$ cat src/rtl/barrier_types.sv
// Shared types and helpers for the warp barrier controller: ID widths,
// the barrier table entry layout and a lowest-set-bit priority function.
package barrier_types;

   localparam int BARRIER_ID_W  = 16;
   localparam int BLOCK_ID_W    = 10;
   localparam int WARP_ID_W     = 6;
   localparam int MAX_WARPS     = 64;

   // Mask is sized for the largest block; bits at and above WARPS_PER_BLOCK stay 0.
   typedef struct packed {
      logic                    valid;
      logic                    complete;
      logic                    loaded;
      logic [BLOCK_ID_W-1:0]   block_id;
      logic [BARRIER_ID_W-1:0] barrier_id;
      logic [MAX_WARPS-1:0]    mask;
   } barrier_entry_t;

   function automatic logic [5:0] lowest_set(input logic [63:0] v);
      logic [5:0] idx;
      idx = '0;
      for (int i = 63; i >= 0; i--) begin
         if (v[i]) idx = 6'(i);
      end
      return idx;
   endfunction

endpackage

$ cat src/rtl/barrier_table.sv
// Barrier entry storage: key match / lowest-free allocation for arrivals,
// and lowest-index selection of complete entries awaiting release.
module barrier_table
   import barrier_types::*;
#(
   parameter int MAX_BARRIERS     = 16,
   parameter int MAX_BLOCKS       = 16,
   parameter int WARPS_PER_BLOCK  = 32,
   parameter int THREADS_PER_WARP = 32,
   parameter int IDX_W            = (MAX_BARRIERS > 1) ? $clog2(MAX_BARRIERS) : 1
) (
   input  logic                        clk,
   input  logic                        rst_n,
   input  logic                        i_arrive_valid,
   input  logic [BARRIER_ID_W-1:0]     i_arrive_barrier_id,
   input  logic [BLOCK_ID_W-1:0]       i_arrive_block_id,
   input  logic [WARP_ID_W-1:0]        i_arrive_warp_id,
   input  logic [THREADS_PER_WARP-1:0] i_arrive_thread_mask,
   output logic                        o_arrive_ready,
   input  logic                        i_load,
   input  logic                        i_free,
   input  logic [IDX_W-1:0]            i_free_idx,
   output logic                        o_sel_valid,
   output logic [IDX_W-1:0]            o_sel_idx,
   output logic [BLOCK_ID_W-1:0]       o_sel_block_id,
   output logic [BARRIER_ID_W-1:0]     o_sel_barrier_id,
   output logic [WARPS_PER_BLOCK-1:0]  o_sel_mask,
   output logic                        o_any_pending
);

   localparam logic [MAX_WARPS-1:0] FULL_MASK = (WARPS_PER_BLOCK >= MAX_WARPS) ? '1 :
      ((MAX_WARPS'(1) << WARPS_PER_BLOCK) - MAX_WARPS'(1));

   barrier_entry_t r_entries [MAX_BARRIERS];

   logic [MAX_BARRIERS-1:0] w_match_vec;
   logic [MAX_BARRIERS-1:0] w_free_vec;
   logic [MAX_BARRIERS-1:0] w_done_vec;
   logic [MAX_BARRIERS-1:0] w_pend_vec;
   logic                    w_match_any;
   logic [IDX_W-1:0]        w_match_idx;
   logic [IDX_W-1:0]        w_alloc_idx;
   logic [IDX_W-1:0]        w_sel_idx;
   logic                    w_in_range;
   logic                    w_accept;
   logic [MAX_WARPS-1:0]    w_onehot;
   logic [MAX_WARPS-1:0]    w_new_mask;
   logic                    w_new_complete;

   always_comb begin
      w_match_vec = '0;
      w_free_vec  = '0;
      w_done_vec  = '0;
      w_pend_vec  = '0;
      for (int i = 0; i < MAX_BARRIERS; i++) begin
         w_match_vec[i] = r_entries[i].valid &&
                          (r_entries[i].block_id == i_arrive_block_id) &&
                          (r_entries[i].barrier_id == i_arrive_barrier_id);
         w_free_vec[i]  = !r_entries[i].valid;
         w_done_vec[i]  = r_entries[i].valid && r_entries[i].complete && !r_entries[i].loaded;
         w_pend_vec[i]  = r_entries[i].valid && !r_entries[i].complete;
      end
   end

   assign w_match_any = |w_match_vec;
   assign w_match_idx = IDX_W'(lowest_set(64'(w_match_vec)));
   assign w_alloc_idx = IDX_W'(lowest_set(64'(w_free_vec)));
   assign w_sel_idx   = IDX_W'(lowest_set(64'(w_done_vec)));

   // A complete entry blocks further arrivals to its key until it is released.
   assign o_arrive_ready = w_match_any ? !r_entries[w_match_idx].complete : |w_free_vec;

   assign w_in_range = (32'(i_arrive_warp_id) < WARPS_PER_BLOCK) &&
                       (32'(i_arrive_block_id) < MAX_BLOCKS);
   assign w_accept   = i_arrive_valid && o_arrive_ready && (|i_arrive_thread_mask) && w_in_range;
   assign w_onehot   = MAX_WARPS'(1) << i_arrive_warp_id;
   assign w_new_mask = (w_match_any ? r_entries[w_match_idx].mask : '0) | w_onehot;
   assign w_new_complete = (w_new_mask == FULL_MASK);

   assign o_sel_valid      = |w_done_vec;
   assign o_sel_idx        = w_sel_idx;
   assign o_sel_block_id   = r_entries[w_sel_idx].block_id;
   assign o_sel_barrier_id = r_entries[w_sel_idx].barrier_id;
   assign o_sel_mask       = r_entries[w_sel_idx].mask[WARPS_PER_BLOCK-1:0];
   assign o_any_pending    = |w_pend_vec;

   // Free, load-mark and arrival always touch distinct entries in the same cycle.
   always_ff @(posedge clk) begin
      if (!rst_n) begin
         for (int i = 0; i < MAX_BARRIERS; i++) r_entries[i] <= '0;
      end else begin
         if (i_free) r_entries[i_free_idx].valid <= 1'b0;
         if (i_load) r_entries[w_sel_idx].loaded <= 1'b1;
         if (w_accept) begin
            if (w_match_any) begin
               r_entries[w_match_idx].mask     <= w_new_mask;
               r_entries[w_match_idx].complete <= w_new_complete;
            end else begin
               r_entries[w_alloc_idx] <= '{valid: 1'b1, complete: w_new_complete, loaded: 1'b0,
                                           block_id: i_arrive_block_id,
                                           barrier_id: i_arrive_barrier_id,
                                           mask: w_new_mask};
            end
         end
      end
   end

endmodule

$ cat src/rtl/barrier_controller.sv
// Warp barrier synchronizer: arrival table, single-entry release register
// towards the warp scheduler, and completed-barrier / stall counters.
module barrier_controller
   import barrier_types::*;
#(
   parameter int MAX_BARRIERS     = 16,
   parameter int MAX_BLOCKS       = 16,
   parameter int WARPS_PER_BLOCK  = 32,
   parameter int THREADS_PER_WARP = 32
) (
   input  logic                        clk,
   input  logic                        rst_n,
   input  logic [BARRIER_ID_W-1:0]     arrive_barrier_id,
   input  logic [THREADS_PER_WARP-1:0] arrive_thread_mask,
   input  logic [BLOCK_ID_W-1:0]       arrive_block_id,
   input  logic [WARP_ID_W-1:0]        arrive_warp_id,
   input  logic                        arrive_valid,
   output logic                        arrive_ready,
   output logic [BARRIER_ID_W-1:0]     release_barrier_id,
   output logic [BLOCK_ID_W-1:0]       release_block_id,
   output logic [WARPS_PER_BLOCK-1:0]  release_warp_mask,
   output logic                        release_valid,
   input  logic                        release_ready,
   output logic [31:0]                 barrier_count,
   output logic [31:0]                 stalled_cycle_count
);

   localparam int IDX_W = (MAX_BARRIERS > 1) ? $clog2(MAX_BARRIERS) : 1;

   logic                       r_rel_valid;
   logic [IDX_W-1:0]           r_rel_idx;
   logic [BLOCK_ID_W-1:0]      r_rel_block_id;
   logic [BARRIER_ID_W-1:0]    r_rel_barrier_id;
   logic [WARPS_PER_BLOCK-1:0] r_rel_mask;
   logic [31:0]                r_barrier_count;
   logic [31:0]                r_stalled_count;

   logic                       w_sel_valid;
   logic [IDX_W-1:0]           w_sel_idx;
   logic [BLOCK_ID_W-1:0]      w_sel_block_id;
   logic [BARRIER_ID_W-1:0]    w_sel_barrier_id;
   logic [WARPS_PER_BLOCK-1:0] w_sel_mask;
   logic                       w_any_pending;
   logic                       w_handshake;
   logic                       w_load;

   barrier_table #(
      .MAX_BARRIERS    (MAX_BARRIERS),
      .MAX_BLOCKS      (MAX_BLOCKS),
      .WARPS_PER_BLOCK (WARPS_PER_BLOCK),
      .THREADS_PER_WARP(THREADS_PER_WARP),
      .IDX_W           (IDX_W)
   ) u_table (
      .clk                 (clk),
      .rst_n               (rst_n),
      .i_arrive_valid      (arrive_valid),
      .i_arrive_barrier_id (arrive_barrier_id),
      .i_arrive_block_id   (arrive_block_id),
      .i_arrive_warp_id    (arrive_warp_id),
      .i_arrive_thread_mask(arrive_thread_mask),
      .o_arrive_ready      (arrive_ready),
      .i_load              (w_load),
      .i_free              (w_handshake),
      .i_free_idx          (r_rel_idx),
      .o_sel_valid         (w_sel_valid),
      .o_sel_idx           (w_sel_idx),
      .o_sel_block_id      (w_sel_block_id),
      .o_sel_barrier_id    (w_sel_barrier_id),
      .o_sel_mask          (w_sel_mask),
      .o_any_pending       (w_any_pending)
   );

   assign w_handshake = r_rel_valid && release_ready;
   // Reloading on the handshake edge gives back-to-back releases.
   assign w_load      = (!r_rel_valid || w_handshake) && w_sel_valid;

   always_ff @(posedge clk) begin
      if (!rst_n) begin
         r_rel_valid      <= 1'b0;
         r_rel_idx        <= '0;
         r_rel_block_id   <= '0;
         r_rel_barrier_id <= '0;
         r_rel_mask       <= '0;
         r_barrier_count  <= '0;
         r_stalled_count  <= '0;
      end else begin
         if (w_load) begin
            r_rel_valid      <= 1'b1;
            r_rel_idx        <= w_sel_idx;
            r_rel_block_id   <= w_sel_block_id;
            r_rel_barrier_id <= w_sel_barrier_id;
            r_rel_mask       <= w_sel_mask;
         end else if (w_handshake) begin
            r_rel_valid <= 1'b0;
         end
         if (w_handshake)   r_barrier_count <= r_barrier_count + 32'd1;
         if (w_any_pending) r_stalled_count <= r_stalled_count + 32'd1;
      end
   end

   assign release_valid       = r_rel_valid;
   assign release_block_id    = r_rel_block_id;
   assign release_barrier_id  = r_rel_barrier_id;
   assign release_warp_mask   = r_rel_mask;
   assign barrier_count       = r_barrier_count;
   assign stalled_cycle_count = r_stalled_count;

endmodule

$ cat config.mk
export PLATFORM = sky130hd
export DESIGN_NAME = barrier_controller
export DESIGN_NICKNAME = d
export VERILOG_FILES = /design/src/rtl/barrier_types.sv /design/src/rtl/barrier_table.sv /design/src/rtl/barrier_controller.sv
export SDC_FILE = /design/constraint.sdc
export NUM_CORES = 2
export LEC_CHECK = 0
export ABC_CLOCK_PERIOD_IN_PS = 13400
export BUFFER_PORTS_ARGS = -buffer_cell sky130_fd_sc_hd__buf_2
export CAP_MARGIN = 20
export CORE_AREA = 2 2 588 415
export DETAILED_ROUTE_END_ITERATION = 7
export DIE_AREA = 0 0 590 417
export GPL_TIMING_DRIVEN = 1
export PLACE_DENSITY = 0.55
export RECOVER_POWER = 50
export SYNTH_ARGS = -nofsm -noshare
export SYNTH_HDL_FRONTEND = slang
export SYNTH_SLANG_ARGS = --single-unit
$ cat constraint.sdc
create_clock -name clk -period 13.4 [get_ports clk]
set_clock_uncertainty 0.15 [all_clocks]
set_input_delay 1.34 -clock clk [delete_from_list [all_inputs] [get_ports clk]]
set_output_delay 1.34 -clock clk [all_outputs]
set_load 0.005 [all_outputs]
; ---- Yosys cells after proc, flatten, opt, wreduce, memory -nomap -nowiden
; Memories as Yosys holds them, arrays and structs flattened. A register that Yosys moved wholly into a read port is not among the register bits.
; Cells that the tools add are included.
[classes]
n_addsub = 2
magnitude_cmp = 2
eq_ne = 33
n_shift = 1
mux = 79
bitwise = 1
reduce_logical = 148
[op_table]
columns = op, n
row1 = 93-bit two-way mux, 4
row2 = 93-bit OR reduction, 4
row3 = 16-bit equality test, 16
row4 = 4-bit two-way mux, 52
row5 = 10-bit equality test, 16
row6 = 1-bit logical AND, 86
row7 = 32-bit by 1-bit adder with 32-bit output (second input constant), 2
row8 = 64-bit by 32-bit equality test with 1-bit output (second input constant), 1
row9 = 64-bit two-way mux, 1
row10 = 64-bit bitwise OR, 1
row11 = 16-bit OR reduction, 4
row12 = 1-bit by 6-bit << shifter with 64-bit output (first input constant), 1
row13 = 1-bit logical NOT, 51
row14 = 32-bit OR reduction, 1
row15 = 1-bit two-way mux, 18
row16 = 10-bit by 5-bit less-than comparator with 1-bit output (second input constant), 1
row17 = 2-bit two-way mux, 4
row18 = 6-bit less-than comparator (second input constant), 1
row19 = 2-bit nonzero test, 1
row20 = 1-bit logical OR, 1
[totals]
ff_bits = 69
ramBits = 1488
output_inout_bits = 124
wordCells = 271
memories = 1
[memory_table]
columns = name, depth, word_bits, rd, rd_clocked_by_memory_dff, write_ports, line_no
row1 = u_table.r_entries, 16, 93, 18, 1, 16, barrier_table.sv:34  ; barrier_entry_t r_entries [MAX_BARRIERS];

; ---- Depth between registers and ports, before layout
; An unclocked memory read counts as a cell.
[logic_depth]
depth_word = 32
depth_mapped = 26
ltp_nobuf = 15

; ---- By module
; A second synthesis with hierarchy kept.
[unflattened]
hier_cells = 8463
area_unflattened_um2 = 87530.2
[modules_own_cells]
columns = module, n_inst, cells_each, area_each_um2, seq_area_each_um2
row1 = barrier_table, 1, 7831, 82336.5, 44362.5
row2 = barrier_controller, 1, 632, 5193.7, 2542.4

; ---- Worst setup path before layout
; OpenSTA, ideal clock, no wires.
[synth_timing]
path_type = input-to-reg
from = input port arrive_barrier_id[3]
to = memory u_table.r_entries[11][0] (netlist bit), enable pin
setup_ps = 425
t_arrival_ps = 7260
slack_ps = 5566
cell_stages = 23
n_path_buf = 9
path_cell_list = clkbuf_1 buf_2 buf_2 xnor2_1 nand4_1 nor4_1 nand4_1 a221oi_1 a311oi_2 nor2_1 clkbuf_1 buf_2 clkbuf_1 mux2i_1 mux2i_1 nand2_1 o21ai_0 a21oi_1 buf_4 nand3_1 buf_2 buf_1 nand2_1
[synth_rtl]
columns = item, line_no
row1 = from (decl), barrier_controller.sv:13  ; input logic [BARRIER_ID_W-1:0] arrive_barrier_id,
row2 = to (decl), barrier_table.sv:34

==> results.cfg <==
[run_status]
outcome = complete, but fails checks
violations = capacitance limit, slew limit

[layout]
final_area_mm2 = 0.0939
num-fill-cells = 23200
nNetsFinal = 7848
regArea_mm2 = 0.0469
area_growth_pct = 12.2
drive_above_1_share_pct = 9.16
multi_input_area_mm2 = 0.0344

[drt]
highest_layer = met5
vias_per_cell = 6.10
drc = 0
via_count = 68000
drt_iter0_markers = 11200
drt-met1-wl_um = 156000
ant_nets = 0
drtPass1Iterations = 7
dr_wl_met2_um = 139000
wl_per_cell_um = 32.5
wl_met3_um = 55900
wl_um = 363000

[die]
ios = 192
die_h_um = 417
die_area_mm2 = 0.246
coreArea_mm2 = 0.241
die_w_um = 590
rows = 151
start_util_pct = 34.8

[pwr]
power.internal_mw = 8.79
pwr-share-comb_pct = 5.9
peakVddDrop_uv = 99.6
p_leak_nw = 30.9
p_seq_share_pct = 50.1
swShare_pct = 24.2
p_per_area_mw_per_mm2 = 124
p_sw_mw = 2.81
clkPwrFrac_pct = 43.9

[worst_setup_path]
path_cells = clkbuf_1, nand3_1, nor4_1, o21ai_0, clkbuf_1, a21oi_1, nand2_1, mux2_1, nor2_1, clkbuf_1, and2_0, nand2b_1, buf_4
cp_slowest_cell = clkbuf_1
critPathRequiredTime_ns = 13.71
slowest_delay_ns = 3.51
endpoint_kind = register
critPathKind = in -> reg
critPathLaunchType = primary input
cpMostUsedCell = clkbuf_1
crit_path_start = rst_n
cp_data_arrival_time_ns = 11.86
crit_fanout = 79
rr_startpoint = u_table.r_entries[10][92]$_SDFFE_PP1P_

[sta]
fin_tns_setup_ns = 0
fin_crit_ns = 11.55
fmax_mhz = 86.6
hold_viol = 0
drv_slew = 1558
tightest_slew_ns = 5.23
finalCritPeriodShare_pct = 86.2
finalSetupViolations = 0
rsz0062_at_grt = false
relSlewSlack_pct = -249
setup_slack_ns = 1.85

[global_route]
grt_pass1_wl_um = 499000
grt_max_degree = 176
grt_overflow = 0
antenna_found_initial = 20
gr-usage-all-layers_pct = 28.5
grt_pass1_vias = 62100

[logic_synthesis]
synthArstFlopShare_pct = 0
ys.flop_type = edfxtp_1
avgSynthCellArea_um2 = 10.8
synth_edf_count = 1456
yosys_warnings = 0
synth_seq_cells = 1615
syn-cell-area_mm2 = 0.0837
yosysSeqAreaShare_pct = 56.0
netlist-cell-type-count = 92
syn_inst = 7776

[placement]
port_buffers = 191
gp_congestion = 0.964
post-place-ws_ns = 3.16
dpl.hpwl_um = 229000
place_area_mm2 = 0.0884

[flow_run]
cap_viol_max_count = 32

[clock_network]
cts_resized = 0
holdBufCountCts = 0
cts.sinks = 1615
clkTransAtPathRegs_ns = 0.06
worstSkewPairLatency_ns = 0.88
cts-buffers-inserted = 178
htreeDepth = 4
cts_root_buffer = clkbuf_16
cts_tree = done
clock_path_buffers = 4
postCtsSetupBuffers = 0

[worst_hold_path]
holdCritPathClass = reg -> reg
min_from = u_table.r_entries[13][90]$_SDFF_PP0_
layout by cell type, fill, tap and decap left out, drive strengths merged, types with 14 or more instances in the layout:
cell,instances
a211oi,262
a21boi,17
a21oi,391
a221oi,14
a22oi,149
a31oi,76
and2,171
and3,278
buf,300
bufinv,17
clkbuf,366
clkinv,46
conb,96
dfxtp,159
edfxtp,1456
inv,41
mux2,32
mux2i,529
nand2,489
nand2b,49
nand3,261
nand4,163
nor2,1189
nor2b,241
nor3,48
nor4,109
o211ai,34
o21ai,176
o22ai,25
or3,27
or4,26
xnor2,292
xor2,180
routing by layer:
layer | GRT usage, % | vias to the layer above
met5 | 0 | -
met4 | 7.67 | 14
met3 | 9.86 | 666
met2 | 37.6 | 4900
met1 | 43.3 | 34100
li1 | - | 28300
logic make-up (layout without fill, tap and decap cells):
family / count (synthesis) / count (layout) / share of synthesized area [%]
simple gates: 3116 / 3116 / 18.2
flops: 1615 / 1615 / 56.0
compound gates: 1266 / 1266 / 9.81
buf+inv: 731 / 777 / 3.93
mux: 573 / 573 / 7.08
xor+xnor: 472 / 472 / 4.94
fa+ha+maj: 2 / 2 / 0.0299
other cells: 1 / 109 / 0.00448
flip-flops by register name (all words and copies together) (netlist names):
signal               cells
release_barrier_id      16
release_valid            1
barrier_count           32
release_warp_mask       32
u_table.r_entries     1488
stalled_cycle_count     32
r_rel_idx                4
release_block_id        10
worst max-delay path, delay by kind of cell:
kind                   cells  cell delay (ns)
AO/OA/AOI/OAI              2             0.33
AND/OR/NAND/NOR            6             2.00
multiplexers               1             0.42
buffers and inverters      4             7.62
worst paths after layout:
path | to | slack [ns] | depth (start not counted)
setup / recovery | u_table.r_entries[9][82]$_DFFE_PP_ | 1.85 | 13
hold / removal | u_table.r_entries[13][90]$_SDFF_PP0_ | 0.33 | 2
hold reg to reg | u_table.r_entries[13][90]$_SDFF_PP0_ | 0.33 | 2
setup reg to reg | release_warp_mask[10]$_SDFFE_PN0P_ | 2.40 | 14
power by group through the flow:
stage / registers (mW) / clock network, mW / logic (mW)
finish: 5.82 / 5.10 / 0.687
global route: 5.83 / 5.30 / 0.713
CTS: 5.81 / 5.12 / 0.666
detailed placement: 5.91 / 0 / 0.662
global placement: 5.91 / 0 / 0.660
floorplan: 5.86 / 0 / 0.394
per-stage QoR:
stage	std cells	hold slack [ns]	power [mW]	utilization [%]
finish	11100	0.330	11.6	39.1
floorplan	7871	0.278	6.25	-
CTS	11100	0.329	11.6	39.2
global placement	10800	0.300	6.57	36.7
global route	11100	0.356	11.8	39.0
detailed placement	10800	0.315	6.58	36.8
final cells by class:
type,instances,area share (%)
Sequential cell,1615,49.9
Clock buffer,243,5.29
Timing Repair Buffer,423,2.77
Inverter,35,0.140
Clock inverter,76,0.891
Tap cell,3213,4.28
Multi-Input combinational cell,5525,36.7
Antenna cell,13,0.0346
synth_stat cells, drive strengths merged (32+ instances only):
| library cell | count | area [um^2] |
|---|---|---|
| edfxtp | 1456 | 43700 |
| nor2 | 1189 | 4470 |
| mux2i | 529 | 5300 |
| nand2 | 489 | 1850 |
| clkbuf | 441 | 1660 |
| a21oi | 391 | 2000 |
| xnor2 | 292 | 2560 |
| and3 | 278 | 1740 |
| a211oi | 262 | 1970 |
| nand3 | 261 | 1310 |
| buf | 255 | 1500 |
| nor2b | 241 | 1510 |
| xor2 | 180 | 1580 |
| o21ai | 176 | 885 |
| and2 | 171 | 1070 |
| nand4 | 163 | 1030 |
| dfxtp | 159 | 3180 |
| a22oi | 149 | 1130 |
| nor4 | 109 | 763 |
| a31oi | 76 | 475 |
| nand2b | 49 | 307 |
| nor3 | 48 | 245 |
| inv | 35 | 131 |
| o211ai | 34 | 255 |
| mux2 | 32 | 360 |
Power figures use the tool's default switching activity.
